[src/rtl/fir_tap_accumulator.sv]
// ---------------------------------------------------------------------------
// fir_tap_accumulator
//
// Sequential multiply-accumulate back end for the FIR datapath. The block
// accepts one signed partial product per handshake beat and adds NTAPS of
// them in a widened accumulator. It then presents one filter output sample
// per group. Valid/ready handshakes on both sides let it stall against the
// output sink.
//
// Parameters
//   DATA_W  width of the signed input partial product
//   ACC_W   accumulator / output width, ACC_W >= DATA_W + clog2(NTAPS)
//   NTAPS   number of terms summed per output sample (>= 2)
//
// Ports
//   clk        sole clock, rising edge
//   rst        asynchronous active-high reset
//   flush      synchronous abort of the current group (drops any held result)
//   in_valid   in_data is valid
//   in_ready   block accepts a term this cycle (ACCUM state)
//   in_data    signed partial product, DATA_W bits
//   out_valid  out_data holds a completed sum (HOLD state)
//   out_ready  sink accepts the result
//   out_data   signed result, ACC_W bits
//   out_ovf    result was clamped (only with ACC_SAT_EN)
//
// Configuration macro
//   ACC_SAT_EN  when defined, the result is clamped to the signed DATA_W
//               range and sign-extended to ACC_W, and out_ovf flags the
//               clamp. When undefined, out_data is the raw ACC_W sum and
//               out_ovf is tied low.
// ---------------------------------------------------------------------------
module fir_tap_accumulator #(
    parameter int DATA_W = 16,
    parameter int ACC_W  = 20,
    parameter int NTAPS  = 8
) (
    input  logic              clk,
    input  logic              rst,
    input  logic              flush,
    input  logic              in_valid,
    output logic              in_ready,
    input  logic [DATA_W-1:0] in_data,
    output logic              out_valid,
    input  logic              out_ready,
    output logic [ACC_W-1:0]  out_data,
    output logic              out_ovf
);

    localparam int CNT_W = (NTAPS > 1) ? $clog2(NTAPS) : 1;
    localparam logic [CNT_W-1:0] LAST_CNT = CNT_W'(NTAPS - 1);

    // Parameter sanity: the accumulator must never wrap within one group.
    generate
        if (NTAPS < 2) begin : g_bad_ntaps
            $error("fir_tap_accumulator: NTAPS must be at least 2");
        end
        if (ACC_W < DATA_W + $clog2(NTAPS)) begin : g_bad_accw
            $error("fir_tap_accumulator: ACC_W too narrow for NTAPS terms");
        end
    endgenerate

    typedef enum logic {
        ST_ACCUM = 1'b0,
        ST_HOLD  = 1'b1
    } state_t;

    state_t             state_q, state_d;
    logic [ACC_W-1:0]   acc_q, acc_d;
    logic [CNT_W-1:0]   cnt_q, cnt_d;
    logic [ACC_W-1:0]   out_data_q, out_data_d;

    logic               accept;
    logic               last_term;
    logic [ACC_W-1:0]   term_ext;
    logic [ACC_W-1:0]   sum;
    logic [ACC_W-1:0]   result_data;
    logic               result_ovf;

    // Handshake outputs come straight from the registered state. No input
    // reaches them combinationally.
    assign in_ready  = (state_q == ST_ACCUM);
    assign out_valid = (state_q == ST_HOLD);
    assign out_data  = out_data_q;

    // A term presented while flush is high is discarded even though
    // in_ready may be 1, so flush gates the accept itself.
    assign accept    = in_valid & in_ready & ~flush;
    assign last_term = (cnt_q == LAST_CNT);

    // The sum is computed modulo 2^ACC_W. ACC_W is sized so a full group
    // cannot wrap.
    assign term_ext = ACC_W'($signed(in_data));
    assign sum      = acc_q + term_ext;

`ifdef ACC_SAT_EN
    // Clamp bounds are the signed DATA_W extremes, held at ACC_W width.
    localparam logic [ACC_W-1:0] SAT_MAX =
        {{(ACC_W-DATA_W+1){1'b0}}, {(DATA_W-1){1'b1}}};
    localparam logic [ACC_W-1:0] SAT_MIN =
        {{(ACC_W-DATA_W+1){1'b1}}, {(DATA_W-1){1'b0}}};

    logic out_ovf_q, out_ovf_d;

    assign out_ovf = out_ovf_q;

    // The final group sum is compared as a signed ACC_W value and clamped
    // into the DATA_W range, recording whether clamping happened.
    always_comb begin
        result_data = sum;
        result_ovf  = 1'b0;
        if ($signed(sum) > $signed(SAT_MAX)) begin
            result_data = SAT_MAX;
            result_ovf  = 1'b1;
        end else if ($signed(sum) < $signed(SAT_MIN)) begin
            result_data = SAT_MIN;
            result_ovf  = 1'b1;
        end
    end
`else
    // Without saturation the raw modular sum is the result and the overflow
    // flag is constantly low.
    assign out_ovf     = 1'b0;
    assign result_data = sum;
    assign result_ovf  = 1'b0;
`endif

    // Next-state and datapath update. Flush outranks everything except
    // reset. It returns to ACCUM and clears the partial group and the
    // overflow flag. out_data keeps its last value because out_valid is
    // what qualifies it.
    always_comb begin
        state_d    = state_q;
        acc_d      = acc_q;
        cnt_d      = cnt_q;
        out_data_d = out_data_q;
`ifdef ACC_SAT_EN
        out_ovf_d  = out_ovf_q;
`endif
        if (flush) begin
            state_d = ST_ACCUM;
            acc_d   = '0;
            cnt_d   = '0;
`ifdef ACC_SAT_EN
            out_ovf_d = 1'b0;
`endif
        end else begin
            unique case (state_q)
                ST_ACCUM: begin
                    if (accept) begin
                        if (last_term) begin
                            out_data_d = result_data;
`ifdef ACC_SAT_EN
                            out_ovf_d  = result_ovf;
`endif
                            acc_d      = '0;
                            cnt_d      = '0;
                            state_d    = ST_HOLD;
                        end else begin
                            acc_d = sum;
                            cnt_d = cnt_q + CNT_W'(1);
                        end
                    end
                end
                ST_HOLD: begin
                    if (out_ready) begin
                        state_d = ST_ACCUM;
                    end
                end
                default: begin
                    state_d = ST_ACCUM;
                end
            endcase
        end
    end

`ifndef ACC_SAT_EN
    // result_ovf is only consumed by the saturating build.
    logic unused_ovf;
    assign unused_ovf = result_ovf;
`endif

    // State register. Reset clears all outputs at once, without waiting
    // for a clock edge.
    always_ff @(posedge clk or posedge rst) begin
        if (rst) begin
            state_q    <= ST_ACCUM;
            acc_q      <= '0;
            cnt_q      <= '0;
            out_data_q <= '0;
        end else begin
            state_q    <= state_d;
            acc_q      <= acc_d;
            cnt_q      <= cnt_d;
            out_data_q <= out_data_d;
        end
    end

`ifdef ACC_SAT_EN
    // The overflow flag is registered alongside out_data.
    always_ff @(posedge clk or posedge rst) begin
        if (rst) begin
            out_ovf_q <= 1'b0;
        end else begin
            out_ovf_q <= out_ovf_d;
        end
    end
`endif

endmodule

[config.mk]
export PLATFORM = sky130hd
export DESIGN_NAME = fir_tap_accumulator
export DESIGN_NICKNAME = d
export VERILOG_FILES = /design/src/rtl/fir_tap_accumulator.sv
export SDC_FILE = /design/constraint.sdc
export NUM_CORES = 1
export LEC_CHECK = 0
export ABC_AREA = 1
export BUFFER_PORTS_ARGS = -buffer_cell sky130_fd_sc_hd__buf_4
export CORE_MARGIN = 2
export CORE_UTILIZATION = 60
export DETAILED_ROUTE_END_ITERATION = 10
export PLACE_DENSITY = 0.87
export SLEW_MARGIN = 10
export SYNTH_ARGS = -nofsm -noshare
export SYNTH_HDL_FRONTEND = slang
export SYNTH_SLANG_ARGS = --single-unit
export TNS_END_PERCENT = 5
[constraint.sdc]
create_clock -name clk -period 5.12 [get_ports clk]
set_input_delay 0.512 -clock clk [delete_from_list [all_inputs] [get_ports clk]]
set_output_delay 0.512 -clock clk [all_outputs]
set_load 0.01 [all_outputs]
### Word-level counts from Yosys, hierarchy flattened

Index checks and enable logic that the tools add are counted.

* memory bits (read-only): 0
* latch bits: 0
* output and inout port bits: 23
* logic and storage cells: 28
* flip-flop bits (word level): 44
* memories kept: 0
* bits in writable memories: 0
* input bits: 21

* bitwise gates (word level): 4
* shift-type cells: 0
* $lt $le $gt $ge: 0
* equal/unequal tests: 2
* reduce and logical (&&, ||, !) cells: 3
* multiply operators: 0
* add/subtract/negate cells: 2
* div/mod/pow operators: 0
* multiplexer cells: 13

Operator list (count)
* 2-to-1 mux 20 bit: 4
* adder 20 bit: 1
* 2-to-1 mux 3 bit: 4
* 2-to-1 mux 1 bit: 4
* AND reduction 4 bit: 1
* adder 3 x 1 -> 3 bit, second input constant: 1
* equality test 3 bit, second input constant: 1
* bitwise AND 1 bit: 2
* != test 2 bit, second input constant: 1
* inverter 1 bit: 2
* case mux 1 bit (2 select lines): 1
* AND reduction 2 bit: 1
* nonzero test 2 bit: 1

### Longest topological paths before layout

Gate-level depths: netlist (run 1).

* depth in word-level cells: 6
* gate-level depth with buffers: 13
* mapped depth without buffers: 13

### Worst setup path after synthesis (run 1)

No wires, ideal clock.

* path kind: input to register
* from: input port in_data[0]
* to: register acc_q[12]
* slack: 3.221 ns
* path buffers: 0
* stages on the path: 13
* library setup time: 0.117 ns
* arrival: 1.781 ns
* data required time: 5.003 ns
* cell sequence: ha_1 > inv_1 > fa_1 > inv_1 > nand3_1 > nand3_1 > nand2_1 > nand2_1 > nand2_1 > nand2_1 > nand2_1 > nand3_1 > nand2_1

* cells in the longest elaborated chain, start to end: 5

Ends and longest elaborated chain
* start: declaration: line 43 `input logic [DATA_W-1:0] in_data,`
* adder 20 bit: line 94 `assign sum = acc_q + term_ext;`
* 2-to-1 mux 20 bit: line 151 `if (last_term) begin`
* 2-to-1 mux 20 bit: line 150 `if (accept) begin`
* 2-to-1 mux 20 bit: line 148 `unique case (state_q)`
* 2-to-1 mux 20 bit: line 140 `if (flush) begin`
* end signal: assignment: line 188 `acc_q <= '0;`
* end signal: assignment: line 193 `acc_q <= acc_d;`
* end: declaration: line 69 `logic [ACC_W-1:0] acc_q, acc_d;`

No other way between the ends. The select of a mux whose other input is x is not followed.
A chain may end at the register's enable or synchronous reset.

### Worst setup path in the final report (run 1)

* from: register acc_q[0]
* to: register out_data_q[12], in the netlist out_data[12]

* cells in the longest elaborated chain, start to end: 1

Ends and longest elaborated chain
* adder 20 bit: line 94
* end signal: assignment: line 195 `out_data_q <= out_data_d;`
* end: declaration: line 71 `logic [ACC_W-1:0] out_data_q, out_data_d;`

No other way between the ends.

==> flow_summary.json, run 1 <==
{
  "rsz0062_at_grt": "no",
  "overflow": 0,
  "synth_seq_area_share_pct": 37.5,
  "status": "complete, no violations",
  "dp_hpwl_um": 4950,
  "first_pass_iters": 4,
  "first_global_vias": 2688,
  "synth_simple_gate_area_share_pct": 36.1,
  "min_period_ns": 2.04,
  "syn_nets": 444,
  "hp-class": "primary input to asynchronous set/reset pin",
  "die_w_um": 73.9,
  "max_freq_mhz": 490,
  "start_util_pct": 62.1,
  "synth_compound_area_share_pct": 6.44,
  "grt_pass1_wl_um": 11700,
  "vias": 2669,
  "cp_max_fo": 3,
  "clock_latency_ns": 0.30,
  "postLayoutCoreUtil_pct": 71.7,
  "nFillCells": 406,
  "p_leak_uw": 0.00197,
  "relSlewSlack_pct": 50.2,
  "ys_top_cells_by_area": "dfrtp_1, nand2_1, ha_1",
  "crit_required_ns": 5.32,
  "synth_top_family_by_area": "simple AND/OR/NAND/NOR gates",
  "async_reset_ff_share_pct": 100,
  "area_growth_pct": 15.4,
  "die_area_um2": 5460,
  "synth.avg_cell_area_um2": 7.31,
  "synthFlopType": "dfrtp_1",
  "fin_skew_ns": 0.00401,
  "row_count": 25,
  "clockBufferDepth": 2,
  "cts-resized-gates": 0,
  "maxCapViolCount": 0,
  "viasPerCell": 5.21,
  "wl_um": 6750,
  "finalPower_uw": 919,
  "yosysTopAreaCellShare_pct": 37.5,
  "yosys.area.top_type": "dfrtp_1",
  "drc_errors": 0,
  "synth-xor-area-share_pct": 2.69,
  "htreeDepth": 2,
  "die_y_um": 73.9,
  "worstRegToRegCells": 13,
  "cts_buffers": 5,
  "cts_tree": "built",
  "synth_seq_cells": 44,
  "fin_nets": 487,
  "grt_max_degree": 45,
  "io_buffers": 42,
  "finalHoldViolations": 0,
  "whs_ns": 0.348,
  "synth_edf_count": 0,
  "yosys.cell_types.count": 33,
  "fin_ws_ns": 3.08,
  "cts_hold_buf": 0,
  "synth.most_common_cell": "nand2_1",
  "cts_sinks": 44,
  "start_kind": "register",
  "drtIter0Drc": 266,
  "synth_warnings": 0,
  "slew_violations": 0,
  "path_clk_slew_ns": 0.08,
  "finalCritPeriodShare_pct": 39.9,
  "power_density_nw_per_um2": 271,
  "root_buffer": "clkbuf_8",
  "arrival_ns": 2.24,
  "tightest_slew_ns": 0.746,
  "setup.worst_path.class": "register to register",
  "setup_tns_ns": 0,
  "setup_viol_count_final": 0,
  "drive_gt1_share_pct": 16.0,
  "syn_area_um2": 2930,
  "ir_drop_v": 0.000178,
  "cp-end-kind": "register",
  "synthTopCellsByCount": "nand2_1, dfrtp_1, inv_1",
  "core_area_um2": 4720,
  "dpl_worst_slack_ns": 2.91,
  "netlist_instances": 401,
  "io_pins": 44,
  "place_congestion": 1.01,
  "synth_fa_ha_area_share_pct": 9.64,
  "post-cts-setup-buffers": 0,
  "drtAntennaViolNets": 0,
  "track_usage_pct": 27.8,
  "routedWlPerCell_um": 13.2,
  "antenna_found_initial": 0,
  "antenna_cells": 0,
  "synth_mux_area_share_pct": 0
}
## sequential cells by signal, summed over array words and instances, names as in the netlist
| register | count |
|---|---|
| out_data | 20 |
| out_valid | 1 |
| acc_q | 20 |
| cnt_q | 3 |
## cell families after synthesis
logic type	after synthesis
compound gates	32
xor+xnor	9
fa+ha+maj	22
buf+inv	53
flops	44
other cells	1
simple gates	240
## worst max-delay path, cell delays in order, from the launching register on
cell,delay (ns)
dfrtp_1,0.35
ha_1,0.20
inv_1,0.07
fa_1,0.42
inv_1,0.12
nand3_1,0.08
nand3_1,0.11
nand2_1,0.07
nand2_1,0.14
nand2_1,0.10
nand2_1,0.06
nand2_1,0.07
nand3_1,0.09
nand2_1,0.05
## through the flow
| step | std cells | cell area, um^2 |
|---|---|---|
| floorplan | 401 | 2930 |
| global placement | 504 | 3290 |
| detailed placement | 504 | 3290 |
| CTS | 512 | 3380 |
| global route | 512 | 3380 |
| finish | 512 | 3380 |
## routing by layer
layer / share of wire [%] / global-route usage (%) / vias up
li1: - / - / 1352
met1: 45 / 35.0 / 1240
met2: 50 / 46.3 / 67
met3: 4.4 / 6.31 / 10
met4: 1.2 / 10.9 / 0
met5: 0 / 0 / -
## final timing paths
| check | end | from | slack, ns |
|---|---|---|---|
| max in group asynchronous | out_data[11] | rst | 4.40 |
| min in group clk | out_valid | out_ready | 0.37 |
| min reg2reg | out_data[9] | out_data[9] | 0.48 |
| min | out_data[0] | rst | 0.35 |
| max reg2reg | out_data[12] | acc_q[0] | 3.08 |
| max | out_data[12] | acc_q[0] | 3.08 |
## cell type report
type	count	area (um^2)	area share, %
Sequential cell	44	1100	32.5
Multi-Input combinational cell	304	1610	47.7
Timing Repair Buffer	43	323	9.54
Inverter	46	173	5.10
Clock buffer	8	90.1	2.66
Tap cell	67	83.8	2.48
## power by group
part	switching [uW]	internal (uW)	total, uW	leakage [uW]
sequential	15.9	371	387	0.000599
combinational	194	110	304	0.00133
clock	118	110	228	0.0000455
total	328	591	919	0.00197
## placed cells by master (no fill, tap or decap)
master    instances
a21oi_1          12
a21oi_2           2
a22o_1            4
and2_1            2
buf_4            43
clkbuf_1          2
clkbuf_8          6
clkinv_1          1
conb_1            1
dfrtp_1          44
fa_1              1
ha_1             21
inv_1            43
inv_2             2
nand2_1         162
nand2_2           7
nand3_1          29
nand3_2           4
nand3b_1          7
nand4_1           1
nor2_1           20
nor2_2            3
nor2_4            2
nor2_8            1
nor3_1            1
nor3_2            1
o21ai_0          10
o21ai_1           1
o21bai_1          1
o22ai_1           1
o31ai_1           1
xnor2_1           3
xor2_1            6
(Power assumes the default switching activity.)
==> run 2, diff against run 1 <==
--- a/config.mk
+++ b/config.mk
@@ -8,9 +8,9 @@
 export ABC_AREA = 1
 export BUFFER_PORTS_ARGS = -buffer_cell sky130_fd_sc_hd__buf_4
 export CORE_MARGIN = 2
-export CORE_UTILIZATION = 60
+export CORE_UTILIZATION = 52
 export DETAILED_ROUTE_END_ITERATION = 10
-export PLACE_DENSITY = 0.87
+export PLACE_DENSITY = 0.81
 export SLEW_MARGIN = 10
 export SYNTH_ARGS = -nofsm -noshare
 export SYNTH_HDL_FRONTEND = slang
==> constraint.sdc (replaced) <==
create_clock -name clk -period 1.8 [get_ports clk]
set_input_delay 0.18 -clock clk [delete_from_list [all_inputs] [get_ports clk]]
set_output_delay 0.18 -clock clk [all_outputs]
set_load 0.01 [all_outputs]
==> flow_summary.json, run 2 (same netlist as run 1, synthesis figures left out) <==
{
  "wl_um": 7130,
  "antenna_cells": 0,
  "start_kind": "register",
  "nFillCells": 473,
  "place_congestion": 0.856,
  "status": "complete, but fails checks",
  "fin_nets": 494,
  "first_pass_iters": 4,
  "io_pins": 44,
  "layout_common_cells": "nand2_1, buf_4, dfrtp_1, inv_1, nand3_1",
  "die_w_um": 79.1,
  "grt_use_met2_pct": 38.1,
  "finalPower_uw": 2770,
  "root_buffer": "clkbuf_8",
  "grt.met3_usage_pct": 4.09,
  "dpl_worst_slack_ns": -0.0420,
  "area_growth_pct": 24.9,
  "arrival_ns": 2.03,
  "finalInstanceArea_um2": 3660,
  "whs_ns": 0.0160,
  "drive_gt1_share_pct": 24.1,
  "grt_max_degree": 45,
  "grt.busiest_layer": "met2",
  "start_util_pct": 53.6,
  "path_clk_slew_ns": 0.09,
  "antenna_found_initial": 0,
  "crit_required_ns": 1.98,
  "io_buffers": 42,
  "die_area_um2": 6260,
  "dpl_cell_area_um2": 3350,
  "p_leak_uw": 0.00201,
  "setup_tns_ns": -0.102,
  "first_global_vias": 2567,
  "overflow": 0,
  "clock_latency_ns": 0.30,
  "hp-class": "primary input to asynchronous set/reset pin",
  "cts_sinks": 44,
  "drtIter0Drc": 180,
  "dp_hpwl_um": 5020,
  "drtAntennaViolNets": 0,
  "register_area_um2": 1100,
  "met1_usage_pct": 30.4,
  "min_period_ns": 1.85,
  "cts_buffers": 5,
  "routedWlPerCell_um": 13.6,
  "ir_drop_v": 0.000413,
  "rsz0062_at_grt": "yes",
  "power_density_nw_per_um2": 757,
  "clockBufferDepth": 2,
  "maxCapViolCount": 0,
  "final_common_cell": "nand2_1",
  "fin_ws_ns": -0.0479,
  "tightest_slew_ns": 0.770,
  "finalCritPeriodShare_pct": 103,
  "rr_endpoint": "out_data[14]",
  "multiInputGateArea_um2": 1830,
  "grt_pass1_wl_um": 11400,
  "viasPerCell": 5.08,
  "die_y_um": 79.1,
  "cp_max_fo": 4,
  "worstRegToRegCells": 10,
  "relSlewSlack_pct": 48.6,
  "core_area_um2": 5470,
  "vias": 2662,
  "fin_skew_ns": 0.00689,
  "worstReg2RegStart": "acc_q[7]",
  "drc_errors": 0,
  "r2r_setup_slack_ns": -0.05,
  "max_freq_mhz": 541,
  "slew_violations": 0,
  "track_usage_pct": 22.9,
  "cp-end-kind": "register",
  "row_count": 27,
  "setup_viol_count_final": 4,
  "cts_tree": "built",
  "violations": "negative setup slack",
  "finalHoldViolations": 0,
  "htreeDepth": 2,
  "setup.worst_path.class": "register to register"
}
run 2: cell types whose count changed in the layout (fill, tap and decap cells not counted), moves of 4 or more:
cell / change
nand2_1: -9
ha_1: -14
ha_2: +4
nand2_2: +7
ha_4: +10
buf_4: +6
run 2: timing repair:
action | 4_1_cts | 5_1_grt
hold buffers | 0 | 0
pin swaps | 1 | 8
gates resized for setup | 2 | 39
setup endpoints to repair | 10 | 22
cloned | 0 | 0
buffers inserted | 0 | 1
run 2: cell type report:
| type | instances | share of cell area (%) |
|---|---|---|
| multi-input cells | 304 | 50.0 |
| clock buffers | 8 | 2.46 |
| repair buffers | 50 | 10.3 |
| well taps | 72 | 2.46 |
| flip-flops and latches | 44 | 30.1 |
| inverters | 46 | 4.71 |
run 2: metal layers:
metal,part of all wire [%],wire length (um)
met1,46,3300
met2,48,3440
met3,3.9,281
met4,1.5,106
met5,0,0
run 2: worst max path at each step:
stage / startpoint / slack [ns] / depth (start not counted) / to
after floorplan: acc_q[0] / 0.08 / 13 / acc_q[12]
after global placement: acc_q[0] / -0.002 / 13 / out_data[12]
after detailed placement: acc_q[0] / -0.04 / 13 / acc_q[12]
after CTS: acc_q[0] / 0.03 / 12 / out_data[14]
after global routing: acc_q[7] / -0.16 / 10 / out_data[14]
final: acc_q[7] / -0.05 / 10 / out_data[14]
run 2: through the flow:
step,utilization [%],instances
4_1_cts,62.9,523
2_1_floorplan,-,401
3_5_place_dp,61.1,515
5_1_grt,66.9,524
3_3_place_gp,61.1,515
6_report,66.9,524
run 2: worst max-delay path, cell delays in order, from the launching register on:
cell and delay, ns:
dfrtp_1 0.40, ha_2 0.41, nand2_1 0.14, nor2_2 0.20
nand2_1 0.11, nand3_4 0.13, nand2_2 0.07, nand2_1 0.08
nand2_1 0.06, nand3_1 0.07, nand2_1 0.06
run 2: where the power goes:
group          switching [uW]  leakage [uW]  internal (uW)
Combinational             601       0.00137            410
Clock                     335     0.0000455            314
Sequential               57.9      0.000599           1060
